===== src/rtl/rv32i_instr_encoder.sv =====
// rv32i_instr_encoder: packs per-field RV32I instruction descriptions into
// 32-bit instruction words, with a small valid/ready output FIFO.
// Optional build macro: ENCODER_ILLEGAL_CHECK_EN. When it is defined, illegal
// field combinations are replaced by a nop and flagged on out_illegal.
module rv32i_instr_encoder #(
  parameter int DEPTH = 2,
  parameter int CNT_W = 16
) (
  input  logic             clk,
  input  logic             rst,
  input  logic             in_valid,
  output logic             in_ready,
  input  logic [6:0]       in_opcode,
  input  logic [2:0]       in_funct3,
  input  logic [6:0]       in_funct7,
  input  logic [4:0]       in_rd,
  input  logic [4:0]       in_rs1,
  input  logic [4:0]       in_rs2,
  input  logic [31:0]      in_imm,
  output logic             out_valid,
  input  logic             out_ready,
  output logic [31:0]      out_word,
  output logic             out_illegal,
  output logic [CNT_W-1:0] enc_count
);

  localparam int PTR_W = (DEPTH > 1) ? $clog2(DEPTH) : 1;
  localparam logic [PTR_W:0] FULL_CNT = (PTR_W + 1)'(DEPTH);

  localparam logic [6:0] OP_LUI   = 7'b0110111;
  localparam logic [6:0] OP_AUIPC = 7'b0010111;
  localparam logic [6:0] OP_JAL   = 7'b1101111;
  localparam logic [6:0] OP_JALR  = 7'b1100111;
  localparam logic [6:0] OP_BR    = 7'b1100011;
  localparam logic [6:0] OP_LOAD  = 7'b0000011;
  localparam logic [6:0] OP_STORE = 7'b0100011;
  localparam logic [6:0] OP_IMM   = 7'b0010011;
  localparam logic [6:0] OP_REG   = 7'b0110011;
  localparam logic [6:0] F7_BASE  = 7'b0000000;
  localparam logic [6:0] F7_ALT   = 7'b0100000;
  localparam logic [31:0] NOP_WORD = 32'h0000_0013;

  logic [31:0] packed_word;
  logic        bundle_illegal;
  logic [31:0] enc_word;
  logic        is_shift;

  logic [31:0]      mem_word_q [DEPTH];
  logic             mem_ill_q  [DEPTH];
  logic [PTR_W-1:0] wr_ptr_q, wr_ptr_d;
  logic [PTR_W-1:0] rd_ptr_q, rd_ptr_d;
  logic [PTR_W:0]   cnt_q, cnt_d;
  logic [CNT_W-1:0] enc_count_q, enc_count_d;
  logic             full, empty, push, pop;

  assign is_shift = (in_funct3 == 3'b001) || (in_funct3 == 3'b101);

  // Field packing by instruction format; unknown opcodes fall back to R layout.
  always_comb begin
    packed_word = {in_funct7, in_rs2, in_rs1, in_funct3, in_rd, in_opcode};
    case (in_opcode)
      OP_IMM: begin
        if (is_shift)
          packed_word = {in_funct7, in_imm[4:0], in_rs1, in_funct3, in_rd, in_opcode};
        else
          packed_word = {in_imm[11:0], in_rs1, in_funct3, in_rd, in_opcode};
      end
      OP_LOAD, OP_JALR:
        packed_word = {in_imm[11:0], in_rs1, in_funct3, in_rd, in_opcode};
      OP_STORE:
        packed_word = {in_imm[11:5], in_rs2, in_rs1, in_funct3, in_imm[4:0], in_opcode};
      OP_BR:
        packed_word = {in_imm[12], in_imm[10:5], in_rs2, in_rs1, in_funct3,
                       in_imm[4:1], in_imm[11], in_opcode};
      OP_LUI, OP_AUIPC:
        packed_word = {in_imm[31:12], in_rd, in_opcode};
      OP_JAL:
        packed_word = {in_imm[20], in_imm[10:1], in_imm[11], in_imm[19:12], in_rd, in_opcode};
      default: ;
    endcase
  end

`ifdef ENCODER_ILLEGAL_CHECK_EN
  logic sx12, sx13, sx21;
  // Immediate must be the sign extension of its encodable field width.
  assign sx12 = (in_imm[31:11] == '0) || (in_imm[31:11] == '1);
  assign sx13 = (in_imm[31:12] == '0) || (in_imm[31:12] == '1);
  assign sx21 = (in_imm[31:20] == '0) || (in_imm[31:20] == '1);

  // Legality screen of the offered field combination.
  always_comb begin
    bundle_illegal = 1'b0;
    case (in_opcode)
      OP_REG: begin
        if ((in_funct7 != F7_BASE) && (in_funct7 != F7_ALT))
          bundle_illegal = 1'b1;
        else if ((in_funct7 == F7_ALT) && (in_funct3 != 3'b000) && (in_funct3 != 3'b101))
          bundle_illegal = 1'b1;
      end
      OP_IMM: begin
        if (is_shift) begin
          // shamt is an unsigned 5-bit amount
          if ((in_funct7 != F7_BASE) && !((in_funct7 == F7_ALT) && (in_funct3 == 3'b101)))
            bundle_illegal = 1'b1;
          if (in_imm[31:5] != '0)
            bundle_illegal = 1'b1;
        end else if (!sx12) begin
          bundle_illegal = 1'b1;
        end
      end
      OP_LOAD: begin
        if ((in_funct3 == 3'b011) || (in_funct3 == 3'b110) || (in_funct3 == 3'b111) || !sx12)
          bundle_illegal = 1'b1;
      end
      OP_STORE: begin
        if ((in_funct3 > 3'b010) || !sx12)
          bundle_illegal = 1'b1;
      end
      OP_BR: begin
        if ((in_funct3 == 3'b010) || (in_funct3 == 3'b011) || in_imm[0] || !sx13)
          bundle_illegal = 1'b1;
      end
      OP_JALR: begin
        if ((in_funct3 != 3'b000) || !sx12)
          bundle_illegal = 1'b1;
      end
      OP_JAL: begin
        if (in_imm[0] || !sx21)
          bundle_illegal = 1'b1;
      end
      OP_LUI, OP_AUIPC: begin
        if (in_imm[11:0] != '0)
          bundle_illegal = 1'b1;
      end
      default: bundle_illegal = 1'b1;
    endcase
  end
`else
  assign bundle_illegal = 1'b0;
`endif

  assign enc_word = bundle_illegal ? NOP_WORD : packed_word;

  assign full  = (cnt_q == FULL_CNT);
  assign empty = (cnt_q == '0);
  assign push  = in_valid && !full;
  assign pop   = !empty && out_ready;

  assign in_ready    = !full;
  assign out_valid   = !empty;
  assign out_word    = empty ? 32'h0 : mem_word_q[rd_ptr_q];
  assign out_illegal = empty ? 1'b0 : mem_ill_q[rd_ptr_q];
  assign enc_count   = enc_count_q;

  // Next-state for FIFO pointers, occupancy and delivered-word counter.
  always_comb begin
    wr_ptr_d    = push ? wr_ptr_q + PTR_W'(1) : wr_ptr_q;
    rd_ptr_d    = pop  ? rd_ptr_q + PTR_W'(1) : rd_ptr_q;
    cnt_d       = cnt_q;
    if (push && !pop)
      cnt_d = cnt_q + (PTR_W + 1)'(1);
    else if (pop && !push)
      cnt_d = cnt_q - (PTR_W + 1)'(1);
    enc_count_d = enc_count_q + CNT_W'(pop);
  end

  // FIFO storage and control registers.
  always_ff @(posedge clk or posedge rst) begin
    if (rst) begin
      wr_ptr_q    <= '0;
      rd_ptr_q    <= '0;
      cnt_q       <= '0;
      enc_count_q <= '0;
      for (int i = 0; i < DEPTH; i++) begin
        mem_word_q[i] <= '0;
        mem_ill_q[i]  <= 1'b0;
      end
    end else begin
      wr_ptr_q    <= wr_ptr_d;
      rd_ptr_q    <= rd_ptr_d;
      cnt_q       <= cnt_d;
      enc_count_q <= enc_count_d;
      if (push) begin
        mem_word_q[wr_ptr_q] <= enc_word;
        mem_ill_q[wr_ptr_q]  <= bundle_illegal;
      end
    end
  end

endmodule


===== config.mk =====
export PLATFORM = sky130hd
export DESIGN_NAME = rv32i_instr_encoder
export DESIGN_NICKNAME = d
export VERILOG_FILES = /design/src/rtl/rv32i_instr_encoder.sv
export SDC_FILE = /design/constraint.sdc
export NUM_CORES = 1
export LEC_CHECK = 0
export BUFFER_PORTS_ARGS = -buffer_cell sky130_fd_sc_hd__clkbuf_2
export CAP_MARGIN = 25
export CORE_MARGIN = 2
export CORE_UTILIZATION = 25
export DETAILED_ROUTE_END_ITERATION = 7
export MAX_ROUTING_LAYER = met4
export PLACE_DENSITY_LB_ADDON = 0.05
export SLEW_MARGIN = 10
export SYNTH_ARGS = -nofsm -noshare
export SYNTH_HDL_FRONTEND = slang
export SYNTH_SLANG_ARGS = --single-unit

===== constraint.sdc =====
create_clock -name clk -period 5.35 [get_ports clk]
set_input_delay 0.2675 -clock clk [delete_from_list [all_inputs] [get_ports clk]]
set_output_delay 0.2675 -clock clk [all_outputs]
set_load 0.1 [all_outputs]

# After elaboration in Yosys (flattened, before gate mapping)
# Index checks and enable logic that the tools add are counted.
word_totals:
  reg_bits: 86
  elab_cells: 62
classes:
  add_sub_neg: 5
  magnitude_cmp: 3
  n_eq_ne: 11
  muxes: 17
  n_bitwise: 4
  n_reduce_logical: 14
op_table:
  columns: ["cell", "n"]
  rows:
  - ["32-bit 2-to-1 mux", 6]
  - ["32-bit case mux with 6 select lines", 1]
  - ["64-bit bitwise mux", 1]
  - ["32-bit demux with 1-bit select", 1]
  - ["7-bit == test (second input constant)", 3]
  - ["16-bit by 1-bit adder with 16-bit output", 1]
  - ["7-bit by 5-bit == test with 1-bit output (second input constant)", 2]
  - ["7-bit by 6-bit == test with 1-bit output (second input constant)", 2]
  - ["7-bit by 2-bit == test with 1-bit output (second input constant)", 1]
  - ["1-bit logical AND", 5]
  - ["1-bit 2-to-1 mux", 5]
  - ["2-bit >= comparator (second input constant)", 2]
  - ["1-bit logical NOT", 4]
  - ["2-bit 2-to-1 mux", 2]
  - ["1-bit inverter with 2-bit output", 2]
  - ["2-bit OR reduction", 2]
  - ["3-bit by 1-bit == test with 1-bit output (second input constant)", 1]
  - ["3-bit == test (second input constant)", 1]
  - ["1-bit adder (second input constant)", 2]
  - ["2-bit by 1-bit adder with 2-bit output (second input constant)", 1]
  - ["2-bit bitwise AND", 1]
  - ["2-bit == test (second input constant)", 1]
  - ["2-bit logical NOT", 1]
  - ["2-bit by 1-bit less-than comparator with 1-bit output (second input constant)", 1]
  - ["5 further kinds", 5]

# Logic depth before layout (Yosys ltp)
logic_depth:
  word_depth: 7
  mapped_depth: 9
  ltp_nobuf: 8

# Worst setup path before layout
# OpenSTA, ideal clock, no wires.
synth_path:
  path_type: "flip-flop to output port"
  start: "reg rd_ptr_q"
  end: "out out_word[10]"
  arrival_ns: 2.463
  slack_ns: 2.620
  stages_incl_launch_ff: 5
  cell_sequence: "dfrtp_1 clkbuf_1 clkbuf_1 mux2i_1 nor2_1"
synth_between:
  elab_chain_len: 5
synth_rtl:
  columns: ["item", "line", "source"]
  rows:
  - ["start, declared", "51", "logic [PTR_W-1:0] rd_ptr_q, rd_ptr_d;"]
  - ["start signal, assigned", "180", "rd_ptr_q <= rd_ptr_d;"]
  - ["1-bit inverter with 2-bit output (implied by the code)", "151", "assign out_word = empty ? 32'h0 : mem_word_q[rd_ptr_q];"]
  - ["32-bit 2-to-1 mux (implied by the code) (3 in a row)", "151", null]
  - ["32-bit 2-to-1 mux", "151", null]
  - ["end, declared", "22", "output logic [31:0] out_word,"]
# Every way passes these cells. The select of a mux whose other input is x is not followed.

# Worst setup path in the final report
layout_path:
  start: "reg rd_ptr_q"
  end: "out out_word[0]"
# The elaborated chain is that of the path after synthesis.

==> key figures <==
CTS
  – Clock Tree Root: clkbuf_16
  – CTS tree: yes
  – Reg clk slew, reported paths: 0.06 ns
  – Clock sink count: 86
  – H-tree depth: 3
  – Clock buffer count from CTS: 9
  – CTS max path bufs: 2
  – Setup repair bufs after CTS: 0
  – Clock Latency Late Sink: 0.34 ns

Setup path
  – Worst-path fanout max: 19
  – Data arrival, critical path: 2.35 ns
  – CP Launch Type: register
  – Worst Setup End Kind: output pin
  – Setup CP Type: reg2out
  – Data required, critical path: 5.08 ns

Route
  – Post-route DRC: 0
  – Drt initial violations: 189
  – Drt total wl: 14.3 mm
  – Wire per inst: 17.7 microns
  – Via density: 4.66
  – Via count: 3755
  – DRT antenna net count: 0
  – DR pass1 iterations: 5

Place
  – PortBufs: 118
  – Dpl hpwl: 9.72 mm
  – DP Worst Slack: 2.77 ns
  – Gpl congestion: 0.766

Synthesis
  – Post-Syn Nets: 537
  – EDFF count, synth: 0
  – Register area share after synthesis: 0.473
  – Post-synthesis register bit count: 86
  – Area leader, netlist: dfrtp_1
  – Syn. warnings: 0
  – Post-Syn Area: 4550 sq um
  – Dominant cells by area after synthesis: dfrtp_1 (47%), mux2i_1 (12%), nand2_1 (6.9%)
  – Share of the synthesized area in the top cell type: 0.473
  – Post-Synthesis Cells: 466
  – Main synth FF type: dfrtp_1
  – Async S/R FF share, synth: 1.00
  – Mean post-synth cell area: 9.77 sq um
  – Unique masters post-synth: 46

Floorplanning
  – Die H: 139 microns
  – # rows: 49
  – Io pins: 119
  – Initial Util: 0.254
  – Chip width: 139 microns
  – Die area: 19300 sq um
  – Core Area: 17900 sq um

Timing
  – Slew @ Worst Pin: 1.08 ns
  – Max Slew Vio Count: 0
  – Fmax: 382 MHz
  – Fin worst setup slack: 2.73 ns
  – Crit share post-route: 0.489
  – Total negative slack: 0 ns
  – Relative slew slack: 0.279
  – Layout Skew: 0.00789 ns
  – Post-layout min period: 2.62 ns
  – Final Hold Viols: 0
  – RSZ-0062 raised after global routing: no
  – # setup viols final: 0
  – Hold_ws: 0.194 ns

Global routing
  – Largest net degree at the start of global routing: 66
  – Vias in the first global route: 3877
  – Initial antenna violation count: 0
  – Gr usage total: 0.156
  – First-pass GRT wire length: 22.5 mm
  – GRT Residual Overflow: 0

Hold path
  – Worst hold path type: in2reg

Layout
  – Diodes inserted: 0
  – Layout fillers: 1919
  – Layout Nets: 643
  – Fin util: 0.321
  – Syn-to-layout area delta: 26.1%
  – Share of layout cells above drive strength 1: 0.305

Status
  – Status: complete, no violations

Job
  – Max cap viols: 0
[placed cells by master, fill, tap and decap left out, drive strengths merged, types with 2 or more instances in the layout]
cell type / count
clkbuf: 128
dfrtp: 86
nand2: 85
mux2i: 53
o21ai: 44
nor2: 38
nand3: 18
xnor2: 15
mux2: 13
a22oi: 10
and3: 10
and2: 9
inv: 6
o211ai: 6
a31oi: 6
buf: 6
nand4: 4
clkinv: 4
nand2b: 4
xor2: 3
ha: 3
bufinv: 3
or2: 2
o22ai: 2
o31ai: 2
a21oi: 2
nor2b: 2
[kinds of logic (layout without fill, tap and decap cells)]
| logic type | count (synthesis) | in the layout | share of synthesized area |
|---|---|---|---|
| and+or+nand+nor | 178 | 178 | 0.185 |
| DFF | 86 | 86 | 0.473 |
| AOI/OAI and AO/OA | 78 | 78 | 0.114 |
| muxes | 66 | 66 | 0.149 |
| buffers and inverters | 37 | 148 | 0.0366 |
| xor gates and xnor gates | 18 | 18 | 0.0346 |
| adders and majority gates | 3 | 3 | 0.00825 |
[cell usage after synthesis (2+ instances only)]
library cell	count
o21ai_1	11
mux2_2	13
or2_2	2
a22oi_1	10
xnor2_1	15
inv_1	7
o31ai_1	2
a31oi_1	6
buf_2	4
o21ai_0	33
nand3_1	18
nand2_1	84
and2_1	9
nand2b_4	2
buf_6	3
and3_1	9
mux2i_1	53
clkbuf_1	22
nand2b_1	2
nand4_1	4
ha_1	3
dfrtp_1	86
nor2_1	37
xor2_1	3
o22ai_1	2
o211ai_2	6
[flip-flops by register name, indices dropped and copies added, names as in the netlist]
register and flops:
mem_ill_q 2, wr_ptr_q 1, enc_count 16, mem_word_q 64, cnt_q 2, rd_ptr_q 1
[path summary, 6_finish.rpt]
check                                     from        endpoint  slack [ns]  depth (start not counted)
worst max-delay path                  rd_ptr_q     out_word[0]        2.73                          4
min in group asynchronous                  rst   enc_count[13]        0.43                          3
worst max register to register        cnt_q[0]  mem_word_q[24]        3.26                          3
max in group asynchronous                  rst  mem_word_q[50]        3.72                          4
worst min register to register  mem_word_q[36]  mem_word_q[36]        0.48                          2
worst min-delay path              in_funct7[0]  mem_word_q[25]        0.19                          3
[metrics by stage]
step / instances / area (sq um)
global placement: 787 / 5330
finish: 806 / 5740
global route: 806 / 5740
detailed placement: 787 / 5330
CTS: 804 / 5690
floorplan: 466 / 4550
[routing by layer]
metal / GRT usage / part of all wire / up-vias
met1: 0.208 / 0.48 / 1808
met2: 0.245 / 0.47 / 104
met5: - / 0 / -
li1: - / - / 1826
met4: 0.0463 / 0.013 / 0
met3: 0.0266 / 0.035 / 17
[area by class of cell]
| class | instances | area (sq um) | area share |
|---|---|---|---|
| multi-input combinational | 343 | 2240 | 0.391 |
| sequential | 86 | 2150 | 0.375 |
| timing repair buffer | 125 | 678 | 0.118 |
| tap | 229 | 287 | 0.0499 |
| clock buffer | 10 | 239 | 0.0416 |
| clock inverter | 6 | 109 | 0.0190 |
| inverter | 7 | 27.5 | 0.00480 |
[critical path, stage by stage, from the launching register on]
cell	delay [ns]
dfrtp_2	0.70
buf_4	0.48
mux2i_1	0.16
nor2_1	0.16
clkbuf_2	0.48
[repair_timing]
| item | CTS | global route |
|---|---|---|
| hold buffers | 1 | 0 |
| endpoints found under the hold margin | 21 | 0 |
| gates resized for setup | 0 | 0 |
Power is not shown: default switching activity piles up to over one toggle a cycle in this logic, so the estimate is an artifact.
